[src/rtl/ads1292_frame_packer.sv]
// ads1292_frame_packer
// Captures 72-bit RDATAC frames from the ADS1292 controller, checks the
// status header, holds one pending frame and streams each accepted frame
// out as a 9-byte packet (SYNC, SEQ, CH1 x3, CH2 x3, CHK) over a
// valid/ready byte interface.
module ads1292_frame_packer #(
  parameter logic [7:0]  SYNC_BYTE = 8'hA5,
  parameter int unsigned CNT_W     = 8
) (
  input  logic             clk,
  input  logic             rstn,
  input  logic [71:0]      i_frame,
  input  logic             i_frame_valid,
  input  logic             i_enable,
  output logic [7:0]       o_byte,
  output logic             o_byte_valid,
  input  logic             i_byte_ready,
  output logic             o_busy,
  output logic [CNT_W-1:0] o_drop_cnt,
  output logic [CNT_W-1:0] o_hdr_err_cnt,
  output logic [7:0]       o_seq
);

  localparam logic [0:0] ST_IDLE = 1'b0;
  localparam logic [0:0] ST_SEND = 1'b1;

  localparam logic [CNT_W-1:0] CNT_MAX = {CNT_W{1'b1}};
  localparam logic [CNT_W-1:0] CNT_ONE = {{(CNT_W-1){1'b0}}, 1'b1};

  // Checksum over SEQ and the six channel bytes; SYNC is not covered.
  function automatic logic [7:0] chk_calc(input logic [7:0] seq, input logic [47:0] data);
    chk_calc = seq ^ data[47:40] ^ data[39:32] ^ data[31:24]
                   ^ data[23:16] ^ data[15:8]  ^ data[7:0];
  endfunction

  logic [0:0]       state_q, state_d;
  logic             buf_full_q, buf_full_d;
  logic [47:0]      buf_data_q, buf_data_d;
  logic [63:0]      shreg_q, shreg_d;
  logic [3:0]       idx_q, idx_d;
  logic [7:0]       byte_q, byte_d;
  logic             valid_q, valid_d;
  logic             busy_q, busy_d;
  logic [CNT_W-1:0] drop_q, drop_d;
  logic [CNT_W-1:0] hdr_q, hdr_d;
  logic [7:0]       seq_q, seq_d;

  logic xfer_s;
  logic last_s;
  logic load_s;
  logic cap_s;
  logic good_s;
  logic unused_status_s;

  assign xfer_s = valid_q & i_byte_ready;
  assign last_s = (idx_q == 4'd8);
  // A buffered frame is loaded either from IDLE or right after CHK leaves,
  // which gives back-to-back packets without an idle cycle.
  assign load_s = buf_full_q & ((state_q == ST_IDLE) |
                                ((state_q == ST_SEND) & xfer_s & last_s));
  assign cap_s  = i_frame_valid & i_enable;
  assign good_s = (i_frame[71:68] == 4'hC);
  // Only the top status nibble is checked; the rest of the status word is dropped.
  assign unused_status_s = ^i_frame[67:48];

  // Next-state logic: packet sequencing, frame capture and counters.
  always_comb begin
    state_d    = state_q;
    buf_full_d = buf_full_q;
    buf_data_d = buf_data_q;
    shreg_d    = shreg_q;
    idx_d      = idx_q;
    byte_d     = byte_q;
    valid_d    = valid_q;
    drop_d     = drop_q;
    hdr_d      = hdr_q;
    seq_d      = seq_q;

    // Output side: load a new packet or advance through the current one.
    if (load_s) begin
      shreg_d    = {seq_q, buf_data_q, chk_calc(seq_q, buf_data_q)};
      byte_d     = SYNC_BYTE;
      valid_d    = 1'b1;
      idx_d      = 4'd0;
      state_d    = ST_SEND;
      seq_d      = seq_q + 8'd1;
      buf_full_d = 1'b0;
    end else if ((state_q == ST_SEND) && xfer_s) begin
      if (last_s) begin
        state_d = ST_IDLE;
        valid_d = 1'b0;
        byte_d  = 8'h00;
        idx_d   = 4'd0;
      end else begin
        byte_d  = shreg_q[63:56];
        shreg_d = {shreg_q[55:0], 8'h00};
        idx_d   = idx_q + 4'd1;
      end
    end else begin
      // Stalled or idle: o_byte holds its value.
      state_d = state_q;
    end

    // Input side: a buffer freed by this cycle's load can take the new frame.
    if (cap_s) begin
      if (!good_s) begin
        if (hdr_q != CNT_MAX) begin
          hdr_d = hdr_q + CNT_ONE;
        end else begin
          hdr_d = hdr_q;
        end
      end else if (!buf_full_q || load_s) begin
        buf_data_d = i_frame[47:0];
        buf_full_d = 1'b1;
      end else begin
        if (drop_q != CNT_MAX) begin
          drop_d = drop_q + CNT_ONE;
        end else begin
          drop_d = drop_q;
        end
      end
    end else begin
      buf_data_d = buf_data_d;
    end

    busy_d = (state_d == ST_SEND) | buf_full_d;
  end

  // State and output registers; reset aborts any packet in flight.
  always_ff @(posedge clk or negedge rstn) begin
    if (!rstn) begin
      state_q    <= ST_IDLE;
      buf_full_q <= 1'b0;
      buf_data_q <= 48'h0;
      shreg_q    <= 64'h0;
      idx_q      <= 4'd0;
      byte_q     <= 8'h00;
      valid_q    <= 1'b0;
      busy_q     <= 1'b0;
      drop_q     <= {CNT_W{1'b0}};
      hdr_q      <= {CNT_W{1'b0}};
      seq_q      <= 8'h00;
    end else begin
      state_q    <= state_d;
      buf_full_q <= buf_full_d;
      buf_data_q <= buf_data_d;
      shreg_q    <= shreg_d;
      idx_q      <= idx_d;
      byte_q     <= byte_d;
      valid_q    <= valid_d;
      busy_q     <= busy_d;
      drop_q     <= drop_d;
      hdr_q      <= hdr_d;
      seq_q      <= seq_d;
    end
  end

  assign o_byte        = byte_q;
  assign o_byte_valid  = valid_q;
  assign o_busy        = busy_q;
  assign o_drop_cnt    = drop_q;
  assign o_hdr_err_cnt = hdr_q;
  assign o_seq         = seq_q;

endmodule

[config.mk]
export PLATFORM = sky130hd
export DESIGN_NAME = ads1292_frame_packer
export DESIGN_NICKNAME = d
export VERILOG_FILES = /design/src/rtl/ads1292_frame_packer.sv
export SDC_FILE = /design/constraint.sdc
export NUM_CORES = 1
export LEC_CHECK = 0
export CORE_MARGIN = 3
export CORE_UTILIZATION = 35
export CTS_BUF_LIST = sky130_fd_sc_hd__clkbuf_2 sky130_fd_sc_hd__clkbuf_4 sky130_fd_sc_hd__clkbuf_8
export DETAILED_ROUTE_END_ITERATION = 8
export HOLD_SLACK_MARGIN = 0.12
export MAX_ROUTING_LAYER = met4
export SYNTH_ARGS = -nofsm -noshare
export SYNTH_HDL_FRONTEND = slang
export SYNTH_SLANG_ARGS = --single-unit
[constraint.sdc]
create_clock -name clk -period 1.8 [get_ports clk]
set_clock_uncertainty 0.05 [all_clocks]
set_input_delay 0.36 -clock clk [delete_from_list [all_inputs] [get_ports clk]]
set_output_delay 0.36 -clock clk [all_outputs]
set_load 0.005 [all_outputs]
* Yosys cells after proc, flatten, opt, wreduce, memory -nomap -nowiden
Index checks and enable logic that the tools add are counted.
** Operators by class
- Multiplexer cells :: 19
- Bitwise logic cells :: 16
- Equality and inequality tests :: 5
- Reductions and logical operators :: 10
- Add/sub/neg operators :: 4
** Operators by type and width (number)
- two-way mux 64 bit :: 3
- XOR 8 bit :: 6
- adder 8 x 1 -> 8 bit (second input constant) :: 3
- two-way mux 8 bit :: 3
- != test 8 bit (second input constant) :: 2
- two-way mux 4 bit :: 3
- two-way mux 1 bit :: 10
- equality test 4 bit (second input constant) :: 2
- AND reduction 3 bit :: 2
- bitwise AND 1 bit :: 5
- adder 4 x 1 -> 4 bit (second input constant) :: 1
- AND reduction 2 bit :: 2
- AND reduction 4 bit :: 1
- nonzero test 2 bit :: 2
- NOT 1 bit :: 3
- != test 2 x 1 -> 1 bit (second input constant) :: 1
- bitwise OR 1 bit :: 2
- logical AND 1 bit :: 1
- zero test 1 bit :: 1
- logical OR 1 bit :: 1
** Word-level totals
- Bits in registers :: 152

* Logic depth before layout (Yosys ltp)
- Depth after elaboration :: 10
- Gate-level depth with buffers :: 9
- Depth with buffers taken out :: 6

* Worst setup path before layout
No wires, ideal clock.
- Path kind :: register -> register
- From :: register idx_q[0]
- To :: register seq_q[1] (netlist: o_seq[1])
- Setup time :: 125 ps
- Stages on the path, launching flop included :: 9
- Arrival :: 1775 ps
- Period minus slack after synthesis :: 1950 ps
- Setup slack :: -150 ps
- Buffers on the path :: 2
- Path through :: dfrtp_1 inv_1 ha_1 nand3b_4 o21ai_2 and2_1 clkbuf_2 buf_2 mux2_2
** Between the ends
- Word-level cells in the longest chain between the ends :: 4
** Ends and longest elaborated chain
- from (decl) :: line 40 : logic [3:0] idx_q, idx_d;
- from (signal assigned) :: line 148 : idx_q <= idx_d;
- equality test 4 bit :: line 56 : assign last_s = (idx_q == 4'd8);
- bitwise AND 1 bit :: line 60 : ((state_q == ST_SEND) & xfer_s & last_s));
- bitwise OR 1 bit :: line 59 : assign load_s = buf_full_q & ((state_q == ST_IDLE) |
- bitwise AND 1 bit :: line 59
- to (signal assigned) :: line 154 : seq_q <= seq_d;
- to (decl) :: line 46 : logic [7:0] seq_q, seq_d;
No other way between the ends.
A chain may end at the register's enable or synchronous reset.

* Final worst setup path
- From :: register idx_q[0]
- To :: register buf_data_q[31]
** Between the ends
- Word-level cells in the longest chain between the ends :: 6
** Ends and longest elaborated chain
- equality test 4 bit :: line 56
- bitwise AND 1 bit :: line 60
- bitwise OR 1 bit :: line 59
- bitwise AND 1 bit :: line 59
- logical OR 1 bit :: line 112 : end else if (!buf_full_q || load_s) begin
- AND reduction 3 bit (no line)
- to (signal assigned) :: line 146 : buf_data_q <= buf_data_d;
- to (decl) :: line 38 : logic [47:0] buf_data_q, buf_data_d;
No other way between the ends.

==> results.md <==
* Yosys top cell area share at 55.05%
* Worst slew pin tran at 0.3899 ns
* Fmax at between 500 and 600 MHz
* Sw power at 3.720 mW
* I/O Buffers at 90
* Worst hold slack at 0.3334 ns
* Area leader, netlist: dfrtp_1
* Final hold violations at 0
* Via density at roughly 5.2
* Synthesized flop and latch total at 152
* Reg-to-Reg Start: idx_q[0]$_DFFE_PN0P_
* Critical Path Start: idx_q[0]$_DFFE_PN0P_
* Tot GR Track Use at 16.84%
* Commonest non-fill, non-tap cell in the layout: dfrtp_1
* Status: complete, no violations
* Synthesized cell area at 6909 um2
* Gr ovfl total at 0
* Post-synthesis cell type count at 40
* GPL Wtd Cong at between 0.8 and 0.9
* Mapped Nets at 620
* End of the worst register-to-register path: buf_data_q[31]$_DFFE_PN0P_
* Crit-path max FO at 24
* WL/cell at 17.92 um
* Initial core utilization at 36.33%
* Predominant post-synthesis flop cell: dfrtp_1
* Number of synthesized flops with an enable pin at 0
* Initial antenna violation count at 0
* I/O pin count at between 100 and 150
* CTS Root Cell: clkbuf_8
* CTS Buffer Depth at 2
* Synth async-reset ratio at 100.0%
* Vias at 5,018
* CP Capture Type: flop
* Leak at between 4 and 5 nW
* Vias in the first global route at 5,243
* Setup crit end: buf_data_q[31]$_DFFE_PN0P_
* Commonest cells after routing, fill and taps aside: 140 x dfrtp_1, 68 x buf_4, 63 x clkdlybuf4s50_1
* # nets final at 774
* Pint at between 8 and 9 mW
* Htree depth at 4
* Die height at 146.5 um
* Worst Path Required at 2.10 ns
* Synth Instances at around 540
* Net Sw Frac at 31.32%
* DRT Wirelength at ~17 mm
* Period utilization at 99.72%
* Clock net sink count at 152
* Syn. warnings at 0
* DR pass1 iterations at 6
* Worst EP arrival at 2.09 ns
* Largest net degree at the start of global routing at 51
* Fin crit period at 1.795 ns
* Detailed placer's ending HPWL at 11.75 mm
* Total power at ~12 mW
* First-pass GRT wire length at between 20 and 30 mm
* Layout cells sized above 1 at 27.23%
* Synth-to-layout area growth at 33.70%
* RSZ-0062 raised after global routing: yes
* Area contributors post-synth: dfrtp_1 55%, xnor2_1 6.8%, a221o_1 6.7%, mux2_2 5.1%, and3_1 4.3%
* Max Cap Viol at 0
* CTS Buf Count at 17
* Worst r2r path cells at 7
* Residual DRC at 0
* Width of the die at 146.5 um
* CTS tree: yes
* VDD IR max at 0.5981 mV
* Pins Over Slew Limit at 0
* Routed Antenna Nets at 0
* Reg power frac at 42.7%
* DRT iter0 DRCs at roughly 320
* R2r setup slk at 0.005 ns
* Critical path class: reg -> reg
* Clk pwr share at 24.6%
* Final Core Density at about half
* CP Launch Type: flop
* Setup Viol. Count Final at 0
* Die area at 21,460 um2
* Post-layout instance area at ~9000 um2
* HP Class: in -> async
* Pwr/cell area at roughly 1300 nW/um2
* Sequential fraction of the synthesis area at 55.05%
* Clock Latency Late Sink at 0.46 ns
* Part of the power in combinational logic at 32.6%
* CORE AREA at approximately 19,000 um2
* Placed Area at 8439 um2
* FP Rows at 50
* Antenna diode count at 0
* Slew headroom at 73.82%
* Clock-pin transition on the worst setup and hold timing paths at roughly 0.080 ns
* Mean post-synth cell area at ~13 um2
power groups by stage:
| stage | combinational (mW) | sequential, mW | clock, mW |
|---|---|---|---|
| 6_report | 3.87 | 5.08 | 2.92 |
| 5_1_grt | 4.20 | 5.19 | 3.16 |
| 3_3_place_gp | 3.50 | 5.16 | 0 |
| 2_1_floorplan | 2.27 | 4.96 | 0 |
| 3_5_place_dp | 3.60 | 5.20 | 0 |
| 4_1_cts | 3.83 | 5.08 | 3.01 |
critical path: stages, from the launching register on:
cell and delay, ns:
dfrtp_1 0.40, inv_2 0.08, ha_4 0.14, nand3b_4 0.13, o211ai_4 0.27, nand2b_4 0.11
buf_12 0.17, mux2_4 0.30
sequential cells by signal (all words and copies together), names as in the netlist:
register / cells
o_byte: 8
state_q: 1
o_hdr_err_cnt: 8
idx_q: 4
o_drop_cnt: 8
buf_data_q: 48
o_seq: 8
o_busy: 1
shreg_q: 64
buf_full_q: 1
o_byte_valid: 1
cell usage after synthesis, types with 8 or more instances:
cell and n:
a221o_1 46, a22o_1 8, and3_1 48, buf_2 16, clkbuf_1 14, dfrtp_1 152, mux2_2 31, mux2_4 20
mux2i_1 15, nand2_1 17, nand3_1 24, o21ai_0 18, xnor2_1 54, xor2_1 13
final cells by class:
cell class | instances | area, um2
Fill cell | 1736 | 9781
Sequential cell | 152 | 3819
Multi-Input combinational cell | 347 | 2972
Timing Repair Buffer | 170 | 1654
Tap cell | 260 | 325.3
Clock buffer | 21 | 282.8
Clock inverter | 11 | 170.2
Inverter | 4 | 15.01
worst min-delay path by stage:
stage                     from                        end  slack (ns)
final                     rstn      o_byte[7]$_DFFE_PN0P_        0.33
after floorplan           rstn  buf_data_q[0]$_DFFE_PN0P_        0.01
after detailed placement  rstn      o_byte[2]$_DFFE_PN0P_        0.25
after global placement    rstn      o_byte[4]$_DFFE_PN0P_        0.25
after global routing      rstn      o_byte[7]$_DFFE_PN0P_        0.34
after CTS                 rstn    shreg_q[49]$_DFFE_PN0P_        0.33
cell families after synthesis:
logic type	count (synthesis)	share of synthesized area, %
buf+inv	39	2.807
fa+ha+maj	5	0.9055
compound gates	90	11.21
flops	152	55.05
simple gates	119	9.960
xor+xnor	67	8.493
mux	66	11.57
metal layers:
| metal | wire length [um] | share of wire [%] | vias up | global-route usage [%] |
|---|---|---|---|---|
| li1 | - | - | 2292 | - |
| met1 | 7706 | 45 | 2545 | 21.25 |
| met2 | 8282 | 48 | 157 | 26.56 |
| met3 | 1044 | 6.0 | 24 | 5.493 |
| met4 | 262 | 1.5 | 0 | 3.857 |
| met5 | 0 | 0 | - | - |
per-stage QoR:
stage	TNS, ns	cells	setup WS, ns
2_1_floorplan	-1.723	538	-0.08322
3_3_place_gp	-35.97	901	-0.3318
3_5_place_dp	-38.14	901	-0.3504
4_1_cts	-0.005549	958	-0.003698
5_1_grt	-2.141	965	-0.06262
6_report	0	965	0.005078
repair_timing:
action,4_1_cts,5_1_grt
hold buffers,1,0
gates resized for setup,20,29
endpoints found under the hold margin,63,0
buffers inserted,24,7
setup endpoints to repair,52,130
pin swaps,1,1
Power figures use the tool's default switching activity.
